$ cat src/rtl/uarch_pkg.sv
// Shared micro-architecture widths plus the types used by the memory arbiter
// (requester source, lock state and the read-tracking entry).
package uarch_pkg;

  localparam int CPU_ADDR_BITS = 32;
  localparam int CPU_DATA_BITS = 32;
  localparam int TAG_WIDTH     = 4;

  typedef enum logic {
    SRC_IMEM = 1'b0,
    SRC_DMEM = 1'b1
  } mem_arb_src_e;

  typedef enum logic {
    ARB_OPEN   = 1'b0,
    ARB_LOCKED = 1'b1
  } mem_arb_state_e;

  typedef struct packed {
    logic                 src;
    logic [TAG_WIDTH-1:0] tag;
  } mem_arb_entry_t;

  function automatic mem_arb_src_e other_src(input mem_arb_src_e s);
    return (s == SRC_IMEM) ? SRC_DMEM : SRC_IMEM;
  endfunction

endpackage

$ cat src/rtl/mem_arb_fifo.sv
// In-order tracking FIFO for outstanding reads; head is presented combinationally.
// Push and pop may coincide; pointers wrap naturally because DEPTH is a power of two.
module mem_arb_fifo
  import uarch_pkg::*;
#(
  parameter int  DEPTH   = 4,
  parameter type entry_t = mem_arb_entry_t
) (
  input  logic   clk,
  input  logic   rst_n,
  input  logic   push,
  input  entry_t push_data,
  input  logic   pop,
  output entry_t head,
  output logic   empty,
  output logic   full
);

  localparam int PW = $clog2(DEPTH);
  localparam int CW = PW + 1;

  entry_t        slots [DEPTH];
  logic [PW-1:0] wptr;
  logic [PW-1:0] rptr;
  logic [CW-1:0] count;
  logic          do_push;
  logic          do_pop;

  assign empty   = (count == CW'(0));
  assign full    = (count == CW'(DEPTH));
  assign do_push = push && !full;
  assign do_pop  = pop && !empty;
  assign head    = slots[rptr];

  // Pointer and occupancy bookkeeping.
  always_ff @(posedge clk or negedge rst_n) begin
    if (!rst_n) begin
      wptr  <= PW'(0);
      rptr  <= PW'(0);
      count <= CW'(0);
    end else begin
      if (do_push) wptr <= wptr + PW'(1);
      if (do_pop)  rptr <= rptr + PW'(1);
      case ({do_push, do_pop})
        2'b10:   count <= count + CW'(1);
        2'b01:   count <= count - CW'(1);
        default: count <= count;
      endcase
    end
  end

  // Entry storage needs no reset: only slots between rptr and wptr are ever read as valid.
  always_ff @(posedge clk) begin
    if (do_push) slots[wptr] <= push_data;
  end

endmodule

$ cat src/rtl/mem_arbiter.sv
// Shares one memory port between IMEM and DMEM and routes in-order read responses back.
// Build option: define MEM_ARB_DMEM_PRIO_EN for fixed DMEM priority instead of round-robin.
module mem_arbiter
  import uarch_pkg::*;
#(
  parameter int DEPTH = 4
) (
  input  logic                     clk,
  input  logic                     rst_n,
  input  logic                     imem_req_val,
  output logic                     imem_req_rdy,
  input  logic [CPU_ADDR_BITS-1:0] imem_req_addr,
  output logic                     imem_rec_val,
  input  logic                     imem_rec_rdy,
  output logic [CPU_DATA_BITS-1:0] imem_rec_data,
  input  logic                     dmem_req_val,
  output logic                     dmem_req_rdy,
  input  logic [CPU_ADDR_BITS-1:0] dmem_req_addr,
  input  logic [CPU_DATA_BITS-1:0] dmem_req_wdata,
  input  logic                     dmem_req_we,
  input  logic [3:0]               dmem_req_be,
  input  logic [TAG_WIDTH-1:0]     dmem_req_tag,
  output logic                     dmem_rec_val,
  input  logic                     dmem_rec_rdy,
  output logic [CPU_DATA_BITS-1:0] dmem_rec_data,
  output logic [TAG_WIDTH-1:0]     dmem_rec_tag,
  output logic                     mem_req_val,
  input  logic                     mem_req_rdy,
  output logic [CPU_ADDR_BITS-1:0] mem_req_addr,
  output logic [CPU_DATA_BITS-1:0] mem_req_wdata,
  output logic                     mem_req_we,
  output logic [3:0]               mem_req_be,
  input  logic                     mem_resp_val,
  output logic                     mem_resp_rdy,
  input  logic [CPU_DATA_BITS-1:0] mem_resp_data,
  output logic                     err
);

  mem_arb_state_e state;
  mem_arb_state_e next_state;
  mem_arb_src_e   sel;
  mem_arb_src_e   lock_src;
  mem_arb_src_e   last_grant;
  logic           sel_val;
  logic           imem_ok;
  logic           dmem_ok;
  logic           mem_fire;
  logic           fifo_full;
  logic           fifo_empty;
  logic           fifo_push;
  logic           fifo_pop;
  mem_arb_entry_t push_entry;
  mem_arb_entry_t head;

  // A full tracker only blocks reads; DMEM stores never need a response slot.
  assign imem_ok = imem_req_val && !fifo_full;
  assign dmem_ok = dmem_req_val && (dmem_req_we || !fifo_full);

  // Grant selection: a pending lock pins the grant, otherwise arbitrate.
  always_comb begin
    sel     = SRC_IMEM;
    sel_val = 1'b0;
    if (state == ARB_LOCKED) begin
      sel     = lock_src;
      sel_val = (lock_src == SRC_DMEM) ? dmem_req_val : imem_req_val;
    end else begin
`ifdef MEM_ARB_DMEM_PRIO_EN
      sel = dmem_ok ? SRC_DMEM : SRC_IMEM;
`else
      if (imem_ok && dmem_ok) begin
        sel = other_src(last_grant);
      end else if (dmem_ok) begin
        sel = SRC_DMEM;
      end else begin
        sel = SRC_IMEM;
      end
`endif
      sel_val = imem_ok || dmem_ok;
    end
  end

  // Lock next-state: stall on a forwarded but unaccepted request, release on handshake.
  always_comb begin
    next_state = state;
    case (state)
      ARB_OPEN: begin
        if (mem_req_val && !mem_req_rdy) next_state = ARB_LOCKED;
        else                             next_state = ARB_OPEN;
      end
      ARB_LOCKED: begin
        if (mem_fire) next_state = ARB_OPEN;
        else          next_state = ARB_LOCKED;
      end
      default: next_state = ARB_OPEN;
    endcase
  end

  // Lock state, locked source, round-robin history and sticky error flag.
  always_ff @(posedge clk or negedge rst_n) begin
    if (!rst_n) begin
      state      <= ARB_OPEN;
      lock_src   <= SRC_IMEM;
      last_grant <= SRC_DMEM;
      err        <= 1'b0;
    end else begin
      state <= next_state;
      if (mem_req_val && !mem_req_rdy) lock_src <= sel;
      if (mem_fire) last_grant <= sel;
      if (mem_resp_val && fifo_empty) err <= 1'b1;
    end
  end

  assign mem_req_val   = rst_n && sel_val;
  assign mem_fire      = mem_req_val && mem_req_rdy;
  assign mem_req_addr  = (sel == SRC_DMEM) ? dmem_req_addr : imem_req_addr;
  assign mem_req_wdata = (sel == SRC_DMEM) ? dmem_req_wdata : {CPU_DATA_BITS{1'b0}};
  assign mem_req_we    = (sel == SRC_DMEM) ? dmem_req_we : 1'b0;
  assign mem_req_be    = (sel == SRC_DMEM) ? dmem_req_be : 4'hF;
  assign imem_req_rdy  = mem_req_val && (sel == SRC_IMEM) && mem_req_rdy;
  assign dmem_req_rdy  = mem_req_val && (sel == SRC_DMEM) && mem_req_rdy;

  // Tracking entry for the read being accepted this cycle.
  always_comb begin
    push_entry.src = (sel == SRC_DMEM);
    push_entry.tag = (sel == SRC_DMEM) ? dmem_req_tag : {TAG_WIDTH{1'b0}};
  end

  assign fifo_push = mem_fire && !mem_req_we;
  assign fifo_pop  = mem_resp_val && mem_resp_rdy && !fifo_empty;

  mem_arb_fifo #(
    .DEPTH   (DEPTH),
    .entry_t (mem_arb_entry_t)
  ) u_fifo (
    .clk       (clk),
    .rst_n     (rst_n),
    .push      (fifo_push),
    .push_data (push_entry),
    .pop       (fifo_pop),
    .head      (head),
    .empty     (fifo_empty),
    .full      (fifo_full)
  );

  // With nothing outstanding, responses are swallowed so a stray one cannot hang memory.
  assign mem_resp_rdy  = fifo_empty ? 1'b1 : (head.src ? dmem_rec_rdy : imem_rec_rdy);
  assign imem_rec_val  = rst_n && !fifo_empty && !head.src && mem_resp_val;
  assign dmem_rec_val  = rst_n && !fifo_empty && head.src && mem_resp_val;
  assign imem_rec_data = mem_resp_data;
  assign dmem_rec_data = mem_resp_data;
  assign dmem_rec_tag  = head.tag;

endmodule

$ cat config.mk
export PLATFORM = sky130hd
export DESIGN_NAME = mem_arbiter
export DESIGN_NICKNAME = d
export VERILOG_FILES = /design/src/rtl/uarch_pkg.sv /design/src/rtl/mem_arb_fifo.sv /design/src/rtl/mem_arbiter.sv
export SDC_FILE = /design/constraint.sdc
export NUM_CORES = 1
export LEC_CHECK = 0
export ABC_AREA = 1
export BUFFER_PORTS_ARGS = -buffer_cell sky130_fd_sc_hd__buf_2
export CAP_MARGIN = 15
export CORE_AREA = 2 2 113 115
export CTS_BUF_LIST = sky130_fd_sc_hd__clkbuf_8
export DETAILED_ROUTE_END_ITERATION = 10
export DIE_AREA = 0 0 115 117
export PLACE_DENSITY = 0.65
export SKIP_CTS_REPAIR_TIMING = 1
export SLEW_MARGIN = 20
export SYNTH_ARGS = -nofsm -noshare
export SYNTH_HDL_FRONTEND = slang
export SYNTH_SLANG_ARGS = --single-unit
export TNS_END_PERCENT = 50
$ cat constraint.sdc
create_clock -name clk -period 2.73 [get_ports clk]
set_input_delay 0.1365 -clock clk [delete_from_list [all_inputs] [get_ports clk]]
set_output_delay 0.1365 -clock clk [all_outputs]
set_load 0.05 [all_outputs]
## Word-level counts from Yosys, hierarchy flattened

Memory sizes are Yosys's and may differ from the RTL's.
Cells that the tools add are included.

- Input port bits: 145
- Output and inout port bits: 144
- Logic and storage cells: 66
- Register bits: 11
- Memories kept: 1
- Bits in writable memories: 20

Memory list:

| name | depth | bits a word | read ports | clocked after memory_dff | wr ports | line | source |
|---|---|---|---|---|---|---|---|
| u_fifo.slots | 4 | 5 | 1 | 0 | 1 | mem_arb_fifo.sv:22 | `entry_t slots [DEPTH];` |

- Multiplexer cells: 19
- Reduce and logical (&&, ||, !) cells: 30
- Eq/ne operators: 3
- Add/subtract/negate cells: 4
- Bitwise logic cells: 2

Operators with widths:

| kind | count |
|---|---|
| $mux 32 | 2 |
| $logic_and 1x1->1 | 21 |
| $mux 1 | 13 |
| $mux 4 | 2 |
| $pmux 3 s2 | 1 |
| $logic_not 1->1 | 5 |
| $add 2x1->2 const B | 2 |
| $add 3x1->3 const B | 1 |
| $eq 3x3->1 const B | 1 |
| $logic_not 3->1 | 1 |
| $sub 3x1->3 const B | 1 |
| $eq 2x1->1 const B | 1 |
| $eq 2x2->1 const B | 1 |
| $logic_or 1x1->1 | 2 |
| $not 1->1 | 2 |
| $pmux 1 s2 | 1 |
| $reduce_bool 2->1 | 1 |

## Logic depth before layout (Yosys ltp)

- Depth after elaboration: 13
- Mapped depth: 16
- Gate-level depth less buffers: 15

## Cells and area by module

Synthesis repeated with hierarchy kept, for this count alone.

- Cells, all modules: 427
- Area total of the unflattened synthesis: 2847.7 sq um

By module, submodules not included:

| module | times used | sequential area each (sq um) | cells each | area each (sq um) |
|---|---|---|---|---|
| mem_arbiter | 1 | 101.3 | 307 | 1569.0 |
| mem_arb_fifo | 1 | 775.7 | 120 | 1278.7 |

## Least setup slack after synthesis

No wires, ideal clock.

- Kind: register -> register
- Start point: register u_fifo.rptr[0]
- End point: register u_fifo.count[2]
- Setup time: 0.131 ns
- Arrival: 2.296 ns
- Path buffers: 1
- Cell stages (with the launch flop): 17
- Setup slack: 0.303 ns
- Cells stage by stage: dfrtp_1 > inv_1 > buf_2 > nand2_1 > nand3_1 > nand2_1 > inv_1 > nand2_1 > nand3_2 > nand3_1 > inv_1 > ha_1 > inv_1 > fa_1 > a21oi_1 > o21ai_0 > xor2_1

- Cells in the longest elaborated chain, start to end: 8
- Elaborated cells between the ends (all ways): 10
- Classes of those cells: 2 x eq/ne; 3 x mux; 4 x reduce/logical; 1 x memory

Ends and longest elaborated chain:

| element | line | source |
|---|---|---|
| start, declared | mem_arb_fifo.sv:24 | `logic [PW-1:0] rptr;` |
| start signal, assigned | mem_arb_fifo.sv:43 | `if (do_pop) rptr <= rptr + PW'(1);` |
| $mem_v2 4x5 (*) | n/a |  |
| $mux 1 (*) (2 in a row) | mem_arbiter.sv:146 | `assign mem_resp_rdy = fifo_empty ? 1'b1 : (head.src ? dmem_rec_rdy : imem_rec_rdy);` |
| via mem_resp_rdy | mem_arbiter.sv:34 | `output logic mem_resp_rdy,` |
| $logic_and 1x1->1 (*) (2 in a row) | mem_arbiter.sv:129 | `assign fifo_pop = mem_resp_val && mem_resp_rdy && !fifo_empty;` |
| $logic_and 1x1->1 (*) | mem_arb_fifo.sv:32 | `assign do_pop = pop && !empty;` |
| via u_fifo.do_pop | mem_arb_fifo.sv:27 | `logic do_pop;` |
| $eq 2x1->1 / $eq 2x2->1 (equally long branches) | mem_arb_fifo.sv:44 | `case ({do_push, do_pop})` |
| $pmux 3 s2 / $reduce_bool 2->1 (equally long branches) | n/a |  |
| end signal, assigned | mem_arb_fifo.sv:45 | `2'b10: count <= count + CW'(1);` |
| end signal, assigned | mem_arb_fifo.sv:46 | `2'b01: count <= count - CW'(1);` |
| end signal, assigned | mem_arb_fifo.sv:47 | `default: count <= count;` |
| end, declared | mem_arb_fifo.sv:25 | `logic [CW-1:0] count;` |

Mark *: on every way through the listed nets, which the timed path passes. The rest lies on a longest branch.
A chain may end at the register's enable or synchronous reset.

## Final worst setup path

- Start point: register u_fifo.rptr[0]
- End point: register u_fifo.count[2]

- Cells in the longest elaborated chain, start to end: 8
- Elaborated cells between the ends (all ways): 10
- Classes of those cells: 2 x eq/ne; 3 x mux; 4 x reduce/logical; 1 x memory

Ends and longest elaborated chain:

| element | line |
|---|---|
| $mem_v2 4x5 (*) | n/a |
| $mux 1 (*) (2 in a row) | mem_arbiter.sv:146 |
| $logic_and 1x1->1 (*) (2 in a row) | mem_arbiter.sv:129 |
| $logic_and 1x1->1 (*) | mem_arb_fifo.sv:32 |
| via u_fifo.do_pop | mem_arb_fifo.sv:27 |
| $eq 2x1->1 / $eq 2x2->1 (equally long branches) | mem_arb_fifo.sv:44 |
| $pmux 3 s2 / $reduce_bool 2->1 (equally long branches) | n/a |

Marked as above.

==> metrics.txt <==
PortBufs 192; worst hold slack 0.172 ns; area share of the largest cell type after synthesis 0.224; Startpoint Class flop; First-pass DRT Iterations 5; Final Setup Violations 0; Core ar. 0.0123 mm^2; largest net degree at the start of global routing 39; Setup Skew 0.00478 ns; number of buffers created by CTS 5; die area 0.0135 mm^2; Worst-Margin Slew 0.485 ns; Clock Latency Late Sink 0.27 ns; ys flop type edfxtp_1; fraction of layout cells with a size suffix above 1 0.419; Total Neg Setup Slack 0 ns; Reg clk slew, reported paths 0.06 ns; Power Density 1340 mW/mm^2; FILL cells 1399; Comb pwr share 0.748; maxcap violations 0; Chip Width 115 um; count leader, synth nand2_1; first-pass GRT wire length 11.6 mm; initial antenna violation count 0; CP Capture Type flop; Final Worst Setup Slack 0.310 ns; Crit Path Max Fanout 13; Post-synth EDFFs 20; Ys Warns 0; Seq/Total Area, Yosys 0.327; Final Cycle Share 0.887; Syn Inst Count 395; DR iter-0 viols 65; Layout area overhead 28.9%; vias in the first global route 2426; Routed Antenna Nets 0; final net count 675; DRC 0; Netlist cell types 30; Post-synth top cells nand2_1 (123), buf_4 (64), inv_1 (59), nor2_1 (51), edfxtp_1 (20); Cell Int Power 1.68 mW; CP Class reg -> reg; WL final 7.82 mm; HPWL after DPL 6.57 mm; Leakage 2.11 nW; CTS Buffer Depth 2; Sw Share 0.637; io pins 289; run status finished, final reports clean; ranking of synthesized cells by area edfxtp_1 (22%), buf_4 (18%), nand2_1 (17%), dfrtp_1 (9.3%), inv_1 (8.3%); Final Core Density 0.281; CP arrival 2.57 ns; syn_nets 546; Hold Path Class in -> reg; Slew Viols, Final 0; syn_area_per_cell 6.78 um^2; minimum clock period 2.42 ns; clock group share of total power 0.092; vias per inst 3.84; Fin. Hold Viols 0; dpl cells 666; Slew headroom 0.675; Required @ worst endpoint 2.88 ns; leading area contributor after synthesis edfxtp_1; Vias 2593; root cell of the clock tree clkbuf_8; Core Rows 41; GP Congestion 0.765; CTS tree built; grt total ovfl 0; VDD IR-drop max 0.609 mV; design area 0.00346 mm^2; RSZ-0062 raised after global routing false; sequential power share 0.160; highest clock rate 0.413 GHz; non-filler instance count after layout 675; antenna cell count 0; starting density of the core 0.218; Synth Cell Area 0.00268 mm^2; height of the die 117 um; Synth async-reset ratio 0.355; Total Power 4.64 mW; Setup WS pre-CTS 0.236 ns; GR Util All Layers 0.111; #FFs+latches synth 31; clock sinks 31; WL per Instance 11.6 um; Placed Area 0.00334 mm^2; H-tree Lvls 2; sw power 2.95 mW
metal layers:
layer / global-route usage / part of all wire / vias to the layer above
met4: 0.0562 / 0.026 / 0
met5: 0 / 0 / -
li1: - / - / 1375
met3: 0.0268 / 0.081 / 24
met1: 0.130 / 0.41 / 1066
met2: 0.189 / 0.49 / 128
power groups by stage:
stage                     sequential (mW)  combinational (mW)  clock, mW
after floorplan                     0.719                2.94          0
after global placement              0.747                3.48          0
after detailed placement            0.752                3.51          0
after CTS                           0.742                3.51      0.438
after global routing                0.758                3.74      0.460
final                               0.743                3.46      0.427
cells in the final DEF (no fill, tap or decap), drive strengths merged, types with 2 or more instances in the layout:
cell    count
dfrtp      10
clkbuf      5
clkinv      2
ha          5
a21oi       3
o22ai       4
inv        60
xor2        2
nand3      11
buf       198
nand4       3
nor2       53
or2         5
o21ai      12
nand2     126
edfxtp     20
area by class of cell:
| cell class | instances | area (um^2) | area share |
|---|---|---|---|
| multi-input combinational | 227 | 1030 | 0.298 |
| clock buffer | 5 | 68.8 | 0.0199 |
| tap | 150 | 188 | 0.0543 |
| inverter | 60 | 225 | 0.0652 |
| clock inverter | 3 | 38.8 | 0.0112 |
| timing repair buffer | 199 | 1030 | 0.298 |
| sequential | 31 | 878 | 0.254 |
logic make-up (layout without fill, tap and decap cells):
kind of cell	after synthesis	count (layout)	synth area share
simple gates	198	198	0.303
flops	31	31	0.327
fa+ha+maj	6	6	0.0308
compound gates	20	20	0.0406
buf+inv	137	267	0.289
xor+xnor	3	3	0.00981
path summary, 6_finish.rpt:
path	startpoint	cells after the start	slack (ns)	end
hold reg to reg	last_grant$_DFFE_PN1N_	2	0.47	last_grant$_DFFE_PN1N_
setup reg to reg	u_fifo.rptr[0]$_DFFE_PN0P_	15	0.31	u_fifo.count[2]$_DFFE_PN0P_
min in group asynchronous	rst_n	3	0.34	u_fifo.count[1]$_DFFE_PN0P_
setup / recovery	u_fifo.rptr[0]$_DFFE_PN0P_	15	0.31	u_fifo.count[2]$_DFFE_PN0P_
hold / removal	mem_resp_val	3	0.17	u_fifo.rptr[1]$_DFFE_PN0P_
max in group asynchronous	rst_n	3	2.16	last_grant$_DFFE_PN1N_
sequential cells by signal (all words and copies together), names as in the netlist, named ones only:
name          flops
u_fifo.slots     20
u_fifo.count      3
u_fifo.rptr       2
u_fifo.wptr       2
err               1
last_grant        1
lock_src          1
worst max-delay path, cell delays in order (launching register included):
cell	delay, ns
dfrtp_2	0.49
inv_1	0.13
nand2_1	0.06
nand3_1	0.06
nand2_1	0.08
inv_1	0.07
nand2_1	0.06
nand3_2	0.08
nand3_1	0.12
inv_1	0.08
ha_1	0.13
inv_1	0.07
fa_1	0.39
a21oi_1	0.16
o21ai_0	0.13
xor2_1	0.16
No activity file was read; power rests on OpenSTA's default activity.
